`src/rtl/sha3_result_collector_if.sv`:
```
// Bundle of all job, pipe and hit-stream signals around the SHA3 result collector.
// slave  : the collector (takes job/pipe inputs, drives want_more, hit stream and status)
// master : whoever drives jobs, models the pipe and consumes hits
interface sha3_result_collector_if;
    logic             start;
    logic [31:0]      base_nonce;
    logic [31:0]      job_count;
    logic [63:0]      target;
    logic             issued;
    logic             want_more;
    logic             ogood;
    logic [4:0][63:0] oa;
    logic             hit_valid;
    logic             hit_ready;
    logic [31:0]      hit_nonce;
    logic [63:0]      hit_hash;
    logic             busy;
    logic             done;
    logic             overrun;
    logic [7:0]       dropped;

    modport slave (
        input  start, base_nonce, job_count, target, issued, ogood, oa, hit_ready,
        output want_more, hit_valid, hit_nonce, hit_hash, busy, done, overrun, dropped
    );
    modport master (
        output start, base_nonce, job_count, target, issued, ogood, oa, hit_ready,
        input  want_more, hit_valid, hit_nonce, hit_hash, busy, done, overrun, dropped
    );
endinterface

```
`src/rtl/sha3_result_collector.sv`:
```
// Collects results of the iterating SHA3 pipe. Counts matrices issued, pairs each
// ogood burst with its nonce in issue order, compares oa[RESULT_LANE] < target and
// queues hits {nonce, hash} in a first-word-fall-through FIFO.
// Ports:
//   clk, rst_n : clock (posedge), asynchronous active-low reset
//   bus        : job load (start/base_nonce/job_count/target), pipe side
//                (issued/want_more/ogood/oa), hit stream (hit_valid/hit_ready/
//                hit_nonce/hit_hash) and status (busy/done/overrun/dropped)
module sha3_result_collector #(
    parameter int FIFO_DEPTH  = 4,
    parameter int RESULT_LANE = 0
) (
    input  logic clk,
    input  logic rst_n,
    sha3_result_collector_if.slave bus
);
    localparam int          AW      = $clog2(FIFO_DEPTH);
    localparam logic [AW:0] DEPTH_C = (AW+1)'(FIFO_DEPTH);
    localparam logic [2:0]  LANE    = 3'(RESULT_LANE);

    typedef enum logic [1:0] {IDLE, SCAN, DRAIN, DONE} state_t;

    state_t      state;
    logic [31:0] base_q, cnt_q, n_iss, n_ret;
    logic [63:0] tgt_q;
    logic        done_q, ovr_q;
    logic [7:0]  drop_q;

    // compare stage (cycle 1)
    logic        c1_hit;
    logic [31:0] c1_nonce;
    logic [63:0] c1_hash;

    // hit FIFO
    logic [31:0] mem_nonce [FIFO_DEPTH];
    logic [63:0] mem_hash  [FIFO_DEPTH];
    logic [AW-1:0] wr_ptr, rd_ptr;
    logic [AW:0]   count;

    logic want_more, iss_ok, ret_ok, hit_valid, full, pop, push, drop;

    assign want_more = (state == SCAN) && (n_iss < cnt_q);
    assign iss_ok    = bus.issued && want_more;
    // a result only counts when something is actually outstanding in the pipe
    assign ret_ok    = bus.ogood && (n_iss != n_ret);
    assign hit_valid = (count != '0);
    assign full      = (count == DEPTH_C);
    assign pop       = hit_valid && bus.hit_ready;
    // a pop in the same cycle frees the slot, so a push into a full FIFO still lands
    assign push      = c1_hit && (!full || pop);
    assign drop      = c1_hit && full && !pop;

    assign bus.want_more = want_more;
    assign bus.hit_valid = hit_valid;
    assign bus.hit_nonce = hit_valid ? mem_nonce[rd_ptr] : '0;
    assign bus.hit_hash  = hit_valid ? mem_hash[rd_ptr]  : '0;
    assign bus.busy      = (state == SCAN) || (state == DRAIN);
    assign bus.done      = done_q;
    assign bus.overrun   = ovr_q;
    assign bus.dropped   = drop_q;

    // job FSM and counters; a start accepted later in the block overrides the counter updates
    always_ff @(posedge clk or negedge rst_n) begin
        if (!rst_n) begin
            state  <= IDLE;
            base_q <= '0;
            cnt_q  <= '0;
            tgt_q  <= '0;
            n_iss  <= '0;
            n_ret  <= '0;
            done_q <= 1'b0;
            ovr_q  <= 1'b0;
        end else begin
            done_q <= 1'b0;
            if (bus.issued && !want_more)     ovr_q <= 1'b1;
            if (bus.ogood && (n_iss == n_ret)) ovr_q <= 1'b1;
            if (iss_ok) n_iss <= n_iss + 32'd1;
            if (ret_ok) n_ret <= n_ret + 32'd1;
            case (state)
                IDLE, DONE: begin
                    if (bus.start) begin
                        base_q <= bus.base_nonce;
                        cnt_q  <= bus.job_count;
                        tgt_q  <= bus.target;
                        n_iss  <= '0;
                        n_ret  <= '0;
                        if (bus.job_count == '0) begin
                            state  <= DONE;
                            done_q <= 1'b1;
                        end else begin
                            state  <= SCAN;
                        end
                    end
                end
                SCAN:  if (n_iss == cnt_q) state <= DRAIN;
                DRAIN: begin
                    if (n_ret == cnt_q) begin
                        state  <= DONE;
                        done_q <= 1'b1;
                    end
                end
                default: state <= IDLE;
            endcase
        end
    end

    // cycle 1: pair result with its nonce (wraps mod 2^32) and compare
    always_ff @(posedge clk or negedge rst_n) begin
        if (!rst_n) begin
            c1_hit   <= 1'b0;
            c1_nonce <= '0;
            c1_hash  <= '0;
        end else begin
            c1_hit   <= ret_ok && (bus.oa[LANE] < tgt_q);
            c1_nonce <= base_q + n_ret;
            c1_hash  <= bus.oa[LANE];
        end
    end

    // cycle 2: push into FIFO; head visible the following cycle
    always_ff @(posedge clk or negedge rst_n) begin
        if (!rst_n) begin
            wr_ptr <= '0;
            rd_ptr <= '0;
            count  <= '0;
            drop_q <= '0;
            for (int i = 0; i < FIFO_DEPTH; i++) begin
                mem_nonce[i] <= '0;
                mem_hash[i]  <= '0;
            end
        end else begin
            if (push) begin
                mem_nonce[wr_ptr] <= c1_nonce;
                mem_hash[wr_ptr]  <= c1_hash;
                wr_ptr            <= wr_ptr + 1'b1;
            end
            if (pop) rd_ptr <= rd_ptr + 1'b1;
            if (push && !pop)      count <= count + 1'b1;
            else if (!push && pop) count <= count - 1'b1;
            if (drop && (drop_q != 8'hFF)) drop_q <= drop_q + 8'd1;
        end
    end
endmodule
```
`src/flat_wrapper.sv`:
```
// flat-port wrapper written by rule: the top's interface ports become plain ports
module sha3_result_collector_flat 
#(
    parameter int FIFO_DEPTH  = 4,
    parameter int RESULT_LANE = 0
)
  (clk, rst_n, bus_start, bus_base_nonce, bus_job_count, bus_target, bus_issued, bus_ogood, bus_oa, bus_hit_ready, bus_want_more, bus_hit_valid, bus_hit_nonce, bus_hit_hash, bus_busy, bus_done, bus_overrun, bus_dropped);
  sha3_result_collector_if bus_i ();
  input  logic clk;
  input  logic rst_n;
  input wire logic [$bits(bus_i.start)-1:0] bus_start;
  input wire logic [$bits(bus_i.base_nonce)-1:0] bus_base_nonce;
  input wire logic [$bits(bus_i.job_count)-1:0] bus_job_count;
  input wire logic [$bits(bus_i.target)-1:0] bus_target;
  input wire logic [$bits(bus_i.issued)-1:0] bus_issued;
  input wire logic [$bits(bus_i.ogood)-1:0] bus_ogood;
  input wire logic [$bits(bus_i.oa)-1:0] bus_oa;
  input wire logic [$bits(bus_i.hit_ready)-1:0] bus_hit_ready;
  output wire logic [$bits(bus_i.want_more)-1:0] bus_want_more;
  output wire logic [$bits(bus_i.hit_valid)-1:0] bus_hit_valid;
  output wire logic [$bits(bus_i.hit_nonce)-1:0] bus_hit_nonce;
  output wire logic [$bits(bus_i.hit_hash)-1:0] bus_hit_hash;
  output wire logic [$bits(bus_i.busy)-1:0] bus_busy;
  output wire logic [$bits(bus_i.done)-1:0] bus_done;
  output wire logic [$bits(bus_i.overrun)-1:0] bus_overrun;
  output wire logic [$bits(bus_i.dropped)-1:0] bus_dropped;
  assign bus_i.start = bus_start;
  assign bus_i.base_nonce = bus_base_nonce;
  assign bus_i.job_count = bus_job_count;
  assign bus_i.target = bus_target;
  assign bus_i.issued = bus_issued;
  assign bus_i.ogood = bus_ogood;
  assign bus_i.oa = bus_oa;
  assign bus_i.hit_ready = bus_hit_ready;
  assign bus_want_more = bus_i.want_more;
  assign bus_hit_valid = bus_i.hit_valid;
  assign bus_hit_nonce = bus_i.hit_nonce;
  assign bus_hit_hash = bus_i.hit_hash;
  assign bus_busy = bus_i.busy;
  assign bus_done = bus_i.done;
  assign bus_overrun = bus_i.overrun;
  assign bus_dropped = bus_i.dropped;
  sha3_result_collector #(.FIFO_DEPTH(FIFO_DEPTH), .RESULT_LANE(RESULT_LANE)) u_core (.clk(clk), .rst_n(rst_n), .bus(bus_i));
endmodule
```
`config.mk`:
```
export PLATFORM = sky130hd
export DESIGN_NAME = sha3_result_collector_flat
export DESIGN_NICKNAME = d
export VERILOG_FILES = /design/src/rtl/sha3_result_collector_if.sv /design/src/rtl/sha3_result_collector.sv /design/src/flat_wrapper.sv
export SDC_FILE = /design/constraint.sdc
export NUM_CORES = 1
export LEC_CHECK = 0
export ABC_CLOCK_PERIOD_IN_PS = 4400
export BUFFER_PORTS_ARGS = -buffer_cell sky130_fd_sc_hd__buf_2
export CORE_MARGIN = 3
export CORE_UTILIZATION = 31
export CTS_CLUSTER_DIAMETER = 100
export DETAILED_ROUTE_END_ITERATION = 12
export SLEW_MARGIN = 40
export SYNTH_ARGS = -nofsm -noshare
export SYNTH_HDL_FRONTEND = slang
export SYNTH_SLANG_ARGS = --single-unit
```
`constraint.sdc`:
```
create_clock -name clk -period 4.4 [get_ports clk]
set_input_delay 0.44 -clock clk [delete_from_list [all_inputs] [get_ports clk]]
set_output_delay 0.44 -clock clk [all_outputs]
set_load 0.05 [all_outputs]
```
==> impl_metrics.csv, run 1 <==
group,metric,value,unit
detailed_routing,vias,22200,
logic_synthesis,syn_area,33100,um^2
cts,post_cts_resized,0,
floorplan,design.die.area,111000,um^2
floorplan,die_h,333,um
critical_path,end_kind,"output port",
critical_path,start_kind,"flip-flop",
critical_path,critPathKind,"flip-flop to output port",
grt,grt_antenna_before_repair,7,
grt,gr-total-overflow,0,
sta,fin_crit_sh,0.827,
run,maxCapViolCount,0,
hold_path,worstHoldPathType,"input port to flip-flop",
logic_synthesis,ys_ff_latch,692,
sta,skew,0.0256,ns
sta,finalSetupViolCount,0,
floorplan,io_pins,563,
power,ir_drop,0.367,mV
place,hpwl,61.6,mm
sta,period_minus_slack,3.64,ns
detailed_routing,dr.pass1.iters,5,
critical_path,crit_fanout,32,
cts,cts_htree_levels,3,
floorplan,rows,119,
critical_path,cp_slowest_cell,"o21a_2",
sta,rsz0062_at_grt,"no",
sta,relSlewSlack,0.517,
grt,grt_usage,0.163,
power,leakagePower,19.7,nW
critical_path,cp_slowest_stage_delay,0.64,ns
place,placed_cell_area,36400,um^2
finish,ff_latch_area,17300,um^2
grt,grt_first_pass_wirelength,139,mm
logic_synthesis,ys_types,60,
logic_synthesis,netlist_instances,2657,
sta,max_freq,275,MHz
finish,multi_input_area,14800,um^2
cts,insertion_delay,0.66,ns
floorplan,core_area,106000,um^2
sta,tns,0,ns
status,status,"finished clean",
sta,drv_slew,0,
finish,drive_gt1_frac,0.311,
critical_path,cp.arrival,3.20,ns
logic_synthesis,yosysSeqAreaShare,0.523,
logic_synthesis,synth_edf_count,0,
sta,hold_viol,0,
sta,worst_slew_pin_slew,0.725,ns
sta,fin_ws,0.763,ns
detailed_routing,remaining_drc_errors,0,
detailed_routing,viasPerCell,4.84,
cts,clk_pin_slew,0.06,ns
floorplan,die_w,333,um
place,placement.setup.worst_slack,1.07,ns
cts,numCtsBuffers,81,
grt,grt_pass1_vias,23300,
cts,cts_tree,"built",
logic_synthesis,async_flop_share,1.00,
power,power_density,608,nW/um^2
detailed_routing,wl_per_cell,19.6,um
logic_synthesis,synth_ff_type,"dfrtp_1",
cts,clkSinkCount,692,
place,gp_congestion,0.839,
detailed_routing,wl,89.7,mm
critical_path,required,3.96,ns
place,portBuffers,306,
critical_path,crit_chain,"ha_1, nand4_1, nor4_1, o21a_2, nor2_1, buf_2",
finish,area_growth,24.2,%
detailed_routing,postRouteAntennaNets,0,
floorplan,start_util,0.313,
finish,postLayoutCellArea,41100,um^2
cts,clock-root-buffer,"clkbuf_16",
detailed_routing,drt_iter0_markers,1305,
grt,grt_max_degree,91,
logic_synthesis,avgSynthCellArea,12.5,um^2
logic_synthesis,syn-num-nets,3250,
logic_synthesis,yosys_warnings,0,
finish,fill_cells,10000,
finish,nets,3719,
cts,clk_path_buf_depth,3,
-- critical path: cells and delay by family, from the launching register on --
family,cells,cell delay [ns]
DFF,1,0.47
and+or+nand+nor,3,0.85
buffers and inverters,1,0.23
adders and majority gates,1,0.34
AOI/OAI and AO/OA,1,0.64
-- kinds of logic (layout without fill, tap and decap cells) --
logic type               Yosys count  after routing  synth area share
flip-flops                       692            692             0.523
multiplexers                     496            496             0.201
adder cells (fa/ha/maj)          139            139            0.0530
buffers and inverters            251            784            0.0298
AO/OA/AOI/OAI                    321            321            0.0612
AND/OR/NAND/NOR                  623            623            0.0960
other                              0              3                 0
XOR/XNOR                         135            135            0.0357
-- state kept, by name, indices dropped and copies added (netlist names), 2 cells and up --
name                count
u_core.count            3
u_core.n_ret           32
u_core.mem_hash       256
u_core.c1_nonce        32
u_core.c1_hash         64
u_core.base_q          32
u_core.wr_ptr           2
u_core.mem_nonce      128
u_core.tgt_q           64
u_core.rd_ptr           2
u_core.n_iss           32
u_core.bus.dropped      8
u_core.cnt_q           32
u_core.state            2
-- where the power goes --
part           internal, mW  switching, mW  total, mW
Combinational          3.79           5.30       9.10
Sequential             7.83          0.916       8.75
Clock                  4.30           2.85       7.15
-- cell type report --
cell class              instances  area share
multi-input cells            1714       0.361
flip-flops and latches        692       0.422
repair buffers                522      0.0946
diodes                          3    0.000183
clock inverters                34      0.0125
clock buffers                 113      0.0572
inverters                     115      0.0105
well taps                    1391      0.0424
-- layout by cell type, fill, tap and decap left out, types with 82 or more instances in the layout --
cell             n
dfrtp_1        690
mux2_2         386
buf_2          305
nand2_1        259
dlygate4sd3_1  176
ha_1           137
o21ai_0        127
inv_1          115
xor2_1         104
and2_1         101
mux4_2          96
clkbuf_16       82
-- per-stage QoR --
step	hold WS (ns)	std cells	total power, mW	util
final	0.0485	4584	25.0	0.389
after global routing	0.0320	4581	26.3	0.389
after CTS	0.000140	4579	25.4	0.389
after detailed placement	0.461	4256	18.0	0.345
after global placement	0.466	4256	17.8	0.345
after floorplan	0.144	2657	15.3	-
-- layer usage --
layer | vias to the layer above | track usage | part of all wire
li1 | 10400 | - | -
met1 | 11200 | 0.218 | 0.45
met2 | 503 | 0.263 | 0.46
met3 | 142 | 0.0366 | 0.056
met4 | 4 | 0.0482 | 0.028
met5 | - | 0 | 0.00026
-- Yosys cell counts, types with 5 or more instances --
cell type,instances,share of area
nand3_1,22,0.0033
nand2_1,264,0.030
mux2_2,386,0.13
xor2_1,104,0.028
buf_2,22,0.0033
nor2_1,65,0.0074
mux4_2,96,0.065
and3_1,11,0.0021
a21o_1,55,0.012
mux2i_1,14,0.0042
inv_1,115,0.013
or3_1,7,0.0013
nor3_1,7,0.0011
nor2b_1,8,0.0015
nand4_1,43,0.0081
o21a_1,11,0.0025
clkbuf_1,80,0.0091
dfrtp_1,692,0.52
or4_1,6,0.0014
and4_1,11,0.0029
buf_1,32,0.0036
nor4_1,32,0.0061
o41ai_1,10,0.0026
ha_1,137,0.052
o211ai_1,6,0.0014
and2_1,102,0.019
nand2b_1,27,0.0051
o311ai_0,5,0.0013
o31ai_1,5,0.0011
o21ai_0,127,0.019
a21oi_1,60,0.0091
xnor2_1,31,0.0082
-- worst paths after layout --
check / startpoint / to / slack, ns / cells past startpoint
max in group asynchronous: rst_n / u_core.mem_hash[218]$_DFFE_PN0P_ / 2.95 / 4
max: u_core.n_iss[23]$_DFF_PN0_ / bus_want_more / 0.76 / 6
min: bus_target[62] / u_core.tgt_q[62]$_DFFE_PN0P_ / 0.05 / 3
min reg2reg: u_core.bus.overrun$_DFFE_PN0P_ / u_core.bus.overrun$_DFFE_PN0P_ / 0.48 / 2
max reg2reg: u_core.n_ret[0]$_DFF_PN0_ / u_core.c1_nonce[30]$_DFF_PN0_ / 1.17 / 12
min in group asynchronous: rst_n / u_core.base_q[21]$_DFFE_PN0P_ / 0.27 / 2
-- what timing repair did --
action | in CTS | in global routing
setup buffers | 0 | 0
hold buffers | 176 | 0
endpoints found under the hold margin | 251 | 0
Note: power is estimated with default switching activity, not from simulation.
==> run 2, diff against run 1 <==
ABC_CLOCK_PERIOD_IN_PS = 3300   (was 4400)
clock period = 3.3 ns   (was 4.4 ns; I/O delays follow)
==> run 2 against run 1 <==
Net effect:
- sequential share of layout area fell by 0.14 points
- clock power rose by 26%
- sequential power rose by 33%
- total power rose by 32%
- clock-buffer cell count rose by 7
- register-to-register slack got worse by 0.89 ns
- via count rose by 1.5%
- critical endpoint unchanged
- largest cell class unchanged
- highest routed layer unchanged
==> impl_metrics.csv, run 2 (synthesis results as in run 1) <==
group,metric,value,unit
critical_path,critPathKind,"flip-flop to output port",
critical_path,cp_slowest_cell,"dfrtp_2",
hold_path,worstHoldPathType,"input port to flip-flop",
floorplan,io_pins,563,
sta,period_minus_slack,3.18,ns
critical_path,crit_family,"compound AO/OA/AOI/OAI gates",
critical_path,crit_fanout,8,
sta,skew,0.0361,ns
critical_path,end_kind,"output port",
sta,tns,0,ns
sta,fin_ws,0.118,ns
floorplan,die_h,333,um
cts,insertion_delay,0.64,ns
sta,max_freq,314,MHz
place,gp_congestion,0.834,
power,power,32.9,mW
floorplan,start_util,0.313,
sta,drv_slew,0,
hold_path,worstHoldStart,"bus_ogood",
sta,hold_viol,0,
run,maxCapViolCount,0,
grt,grt_max_degree,104,
floorplan,design.die.area,111000,um^2
detailed_routing,wl_per_cell,19.8,um
detailed_routing,postRouteAntennaNets,0,
power,power_density,798,nW/um^2
grt,grt_pass1_vias,23400,
finish,fill_cells,9974,
finish,nets,3761,
grt,grt_first_pass_wirelength,142,mm
sta,fin_crit_sh,0.964,
critical_path,cp_slowest_stage_delay,0.47,ns
place,hpwl,62.5,mm
critical_path,worstSetupStartpoint,"u_core.n_iss[1]$_DFF_PN0_",
finish,final_common_cell,"dfrtp_1",
cts,clkSinkCount,692,
critical_path,ff2ff_path_depth,10,
power,leakagePower,19.8,nW
critical_path,crit_top_cell,"o21a_1",
critical_path,reg2reg_to,"u_core.n_iss[28]$_DFF_PN0_",
critical_path,r2r_setup_slack,0.28,ns
cts,clock-root-buffer,"clkbuf_16",
place,placement.setup.worst_slack,0.314,ns
power,ir_drop,0.500,mV
grt,grt_usage,0.165,
cts,numCtsBuffers,82,
status,status,"finished clean",
grt,gr-total-overflow,0,
cts,cts_htree_levels,3,
critical_path,required,2.97,ns
finish,reg.largest.list,"u_core.mem_hash: 256 flops, u_core.mem_nonce: 128 flops",
floorplan,core_area,106000,um^2
critical_path,path_depth,9,
critical_path,cp-endpoint,"bus_want_more",
finish,multi_input_area,14800,um^2
detailed_routing,vias,22500,
floorplan,die_w,333,um
critical_path,start_kind,"flip-flop",
cts,clk_path_buf_depth,3,
grt,grt_antenna_before_repair,9,
finish,ff_latch_area,17300,um^2
detailed_routing,drt_iter0_markers,1273,
detailed_routing,wl,91.3,mm
finish,layout_common_cells,"dfrtp_1 (689), mux2_2 (386), buf_2 (304)",
finish,top_register,"u_core.mem_hash",
finish,area_growth,24.6,%
sta,worst_slew_pin_slew,0.832,ns
cts,cts_tree,"built",
detailed_routing,remaining_drc_errors,0,
sta,relSlewSlack,0.445,
critical_path,r2r_start,"u_core.cnt_q[21]$_DFFE_PN0P_",
sta,finalSetupViolCount,0,
detailed_routing,viasPerCell,4.87,
critical_path,cp.arrival,2.85,ns
finish,drive_gt1_frac,0.311,
floorplan,rows,119,
critical_path,crit_buf_inv,1,
critical_path,crit_chain,"ha_1, nor2b_1, o21a_1, o21a_1, o21ai_1, a21boi_0, o21a_2, nor2_1, buf_6",
finish,largest_register_ffs,256,
cts,clk_pin_slew,0.06,ns
detailed_routing,dr.pass1.iters,5,
place,portBuffers,306,
## run 2: worst min path at each step
stage	end	slack, ns	cells after the start
after detailed placement	u_core.base_q[16]$_DFFE_PN0P_	0.37	1
after CTS	u_core.bus.overrun$_DFFE_PN0P_	0.001	3
final	u_core.bus.overrun$_DFFE_PN0P_	0.07	3
after floorplan	u_core.base_q[0]$_DFFE_PN0P_	0.03	0
after global placement	u_core.base_q[16]$_DFFE_PN0P_	0.37	1
after global routing	u_core.bus.overrun$_DFFE_PN0P_	0.03	3
## run 2: layout make-up
type                    instances  area share
multi-input cells            1714       0.360
flip-flops and latches        692       0.420
diodes                          2    0.000121
inverters                     115      0.0105
repair buffers                563       0.102
clock buffers                 120      0.0582
well taps                    1391      0.0422
clock inverters                24     0.00686
## run 2: power by group
part	total [mW]	switching, mW	leakage (nW)	internal [mW]
Clock	9.02	3.66	1.31	5.36
Sequential	11.6	1.13	8.35	10.4
Combinational	12.3	7.19	10.1	5.13
## run 2: worst register-to-register path, cell delays in order, from the launching register on
cell      delay (ns)
dfrtp_1         0.36
inv_1           0.07
ha_1            0.30
a21o_1          0.17
a21o_1          0.17
a21oi_1         0.13
o21ai_1         0.10
a21o_1          0.27
or4_1           0.83
o311ai_1        0.37
o41ai_1         0.12
## run 2: metrics by stage
stage / instance area, um^2 / hold slack [ns] / cells / utilization
final: 41200 / 0.0691 / 4621 / 0.391
after global routing: 41200 / 0.0332 / 4620 / 0.391
after CTS: 41200 / 0.00142 / 4618 / 0.390
after detailed placement: 36600 / 0.373 / 4281 / 0.347
after global placement: 36500 / 0.372 / 4279 / 0.346
after floorplan: 33100 / 0.0344 / 2657 / -
## run 2: timing repair
item | CTS | global route
setup endpoints to repair | 0 | 1
endpoints found under the hold margin | 242 | 0
resized for setup | 0 | 4
hold buffers | 193 | 0
setup buffers | 0 | 1
## run 2: metal layers
layer	vias up	wire [um]	track usage
li1	10400	-	-
met1	11500	42000	0.229
met2	512	42500	0.267
met3	130	4920	0.0323
met4	6	1870	0.0402
met5	-	37	0
==> run 3, diff against run 2 <==
CORE_UTILIZATION = 51   (was 31)
PLACE_DENSITY = 0.76   (was not set)
==> run 3 against run 2 <==
Net effect:
- wire length fell by 4.7%
- highest routed layer unchanged
- first-iteration DRC count rose by 27%
- combinational power barely moved
- fmax rose by 0.48%
- register-to-register slack barely moved
- non-clock buffer count fell by 12
==> impl_metrics.csv, run 3 (synthesis results as in run 1) <==
group,metric,value,unit
cts,cts_setup_buffers,0,
sta,period_minus_slack,3.17,ns
finish,multi_input_area,14800,um^2
finish,final_core_util,0.634,
hold_path,worstHoldPathType,"input port to flip-flop",
place,hpwl,57.2,mm
detailed_routing,drt_iter0_markers,1616,
power,power,32.4,mW
finish,layout.cells.non_filler,4056,
floorplan,start_util,0.520,
cts,post_cts_resized,0,
finish,reg.largest.list,"u_core.mem_hash: 256 flops, u_core.mem_nonce: 128 flops",
sta,skew,0.0247,ns
critical_path,end_kind,"output port",
detailed_routing,postRouteAntennaNets,0,
hold_path,holdPathEnd,"u_core.base_q[22]$_DFFE_PN0P_",
sta,hold_viol,0,
power,power_density,804,nW/um^2
place,portBuffers,306,
sta,finalSetupViolCount,0,
cts,clkSinkCount,692,
sta,rsz0062_at_grt,"no",
detailed_routing,vias,23000,
grt,grt_first_pass_wirelength,136,mm
sta,fin_crit_sh,0.960,
cts,insertion_delay,0.61,ns
detailed_routing,wl,87.0,mm
finish,area_growth,22.0,%
critical_path,cp_slowest_stage_delay,0.48,ns
finish,fill_cells,4594,
place,gp_congestion,0.928,
status,status,"finished clean",
critical_path,crit_family,"compound AO/OA/AOI/OAI gates",
detailed_routing,dr.pass1.iters,7,
finish,top_register,"u_core.mem_hash",
critical_path,cp.arrival,2.84,ns
detailed_routing,wl_per_cell,21.4,um
finish,nets,3742,
sta,worst_slew_pin_slew,0.681,ns
critical_path,worstSetupStartpoint,"u_core.n_iss[1]$_DFF_PN0_",
grt,grt_antenna_before_repair,7,
run,maxCapViolCount,0,
finish,postLayoutCellArea,40400,um^2
floorplan,io_pins,563,
hold_path,worstHoldStart,"bus_base_nonce[22]",
critical_path,crit_buf_inv,1,
floorplan,rows,92,
critical_path,crit_top_cell,"o21a_1",
critical_path,crit_chain,"ha_1, nor2b_1, o21a_1, o21a_1, o21ai_1, a21boi_0, o21a_2, nor2_1, buf_2",
grt,gr-total-overflow,0,
cts,numCtsBuffers,75,
grt,grt_usage,0.257,
critical_path,r2r_start,"u_core.n_iss[25]$_DFF_PN0_",
place,placed_cell_area,35900,um^2
cts,clk_pin_slew,0.06,ns
sta,tns,0,ns
cts,clk_path_buf_depth,3,
floorplan,core_area,63700,um^2
finish,ff_latch_area,17300,um^2
critical_path,ff2ff_path_depth,10,
critical_path,required,2.97,ns
grt,grt_max_degree,102,
place,placed_cells,3732,
critical_path,cp_slowest_cell,"dfrtp_1",
finish,drive_gt1_frac,0.310,
critical_path,r2r_setup_slack,0.27,ns
sta,drv_slew,0,
detailed_routing,viasPerCell,5.68,
detailed_routing,remaining_drc_errors,0,
floorplan,die_w,261,um
finish,final_common_cell,"dfrtp_1",
floorplan,design.die.area,68000,um^2
sta,max_freq,316,MHz
finish,layout_common_cells,"dfrtp_1 (690), mux2_2 (386), buf_2 (305)",
sta,relSlewSlack,0.546,
cts,clock-root-buffer,"clkbuf_16",
power,ir_drop,0.604,mV
critical_path,critPathKind,"flip-flop to output port",
critical_path,reg2reg_to,"u_core.n_iss[16]$_DFF_PN0_",
critical_path,start_kind,"flip-flop",
finish,largest_register_ffs,256,
cts,cts_tree,"built",
hold_path,holdPathStages,3,
floorplan,die_h,261,um
cts,cts_htree_levels,3,
power,leakagePower,19.7,nW
critical_path,crit_fanout,6,
grt,grt_pass1_vias,24800,
-- run 3: changes by cell type in the layout (fill, tap and decap cells not counted), sizes merged --
cell	previous run	this run
clkinvlp	4	5
dlygate4sd3	193	185
clkbuf	120	109
clkinv	9	15
bufinv	4	5
inv	122	117
buf	370	366
-- run 3: power by group --
part           internal [mW]  switching (mW)
Combinational           5.11            7.06
Sequential              10.4            1.23
Clock                   5.12            3.47
Total                   20.7            11.8
-- run 3: what timing repair did --
| item | 4_1_cts | 5_1_grt |
|---|---|---|
| hold buffers | 185 | 0 |
| hold endpoints to repair | 260 | 0 |
| setup endpoints to repair | 0 | 0 |
-- run 3: how the worst max path moves through the flow --
stage                                 endpoint  slack, ns  depth (start not counted)
finish                           bus_want_more       0.13                          9
global route                     bus_want_more       0.02                          9
CTS                              bus_want_more       0.13                          9
detailed placement  u_core.n_iss[18]$_DFF_PN0_       0.30                         10
global placement    u_core.n_iss[16]$_DFF_PN0_       0.39                         10
floorplan                        bus_want_more       0.34                         10
-- run 3: tightest hold or removal path: stages --
cell and delay, ns:
buf_2 0.08, nand2_1 0.10, nand2_1 0.08
-- run 3: routing by layer --
metal	global-route usage	wire, um	up-vias
met5	0	26	-
met4	0.0907	2770	4
met3	0.0491	5480	184
met2	0.434	42400	789
met1	0.333	36300	11700
li1	-	-	10400
-- run 3: final cells by class --
type	count	area share
diodes	2	0.000124
clock buffers	109	0.0552
clock inverters	27	0.00825
inverters	115	0.0107
multi-input cells	1714	0.367
flip-flops and latches	692	0.429
well taps	846	0.0262
repair buffers	551	0.103
-- run 3: through the flow --
stage	worst slack [ns]	hold slack, ns
floorplan	0.344	0.0344
global placement	0.393	0.407
detailed placement	0.300	0.422
CTS	0.132	0.00150
global route	0.0160	0.0163
finish	0.133	0.0305
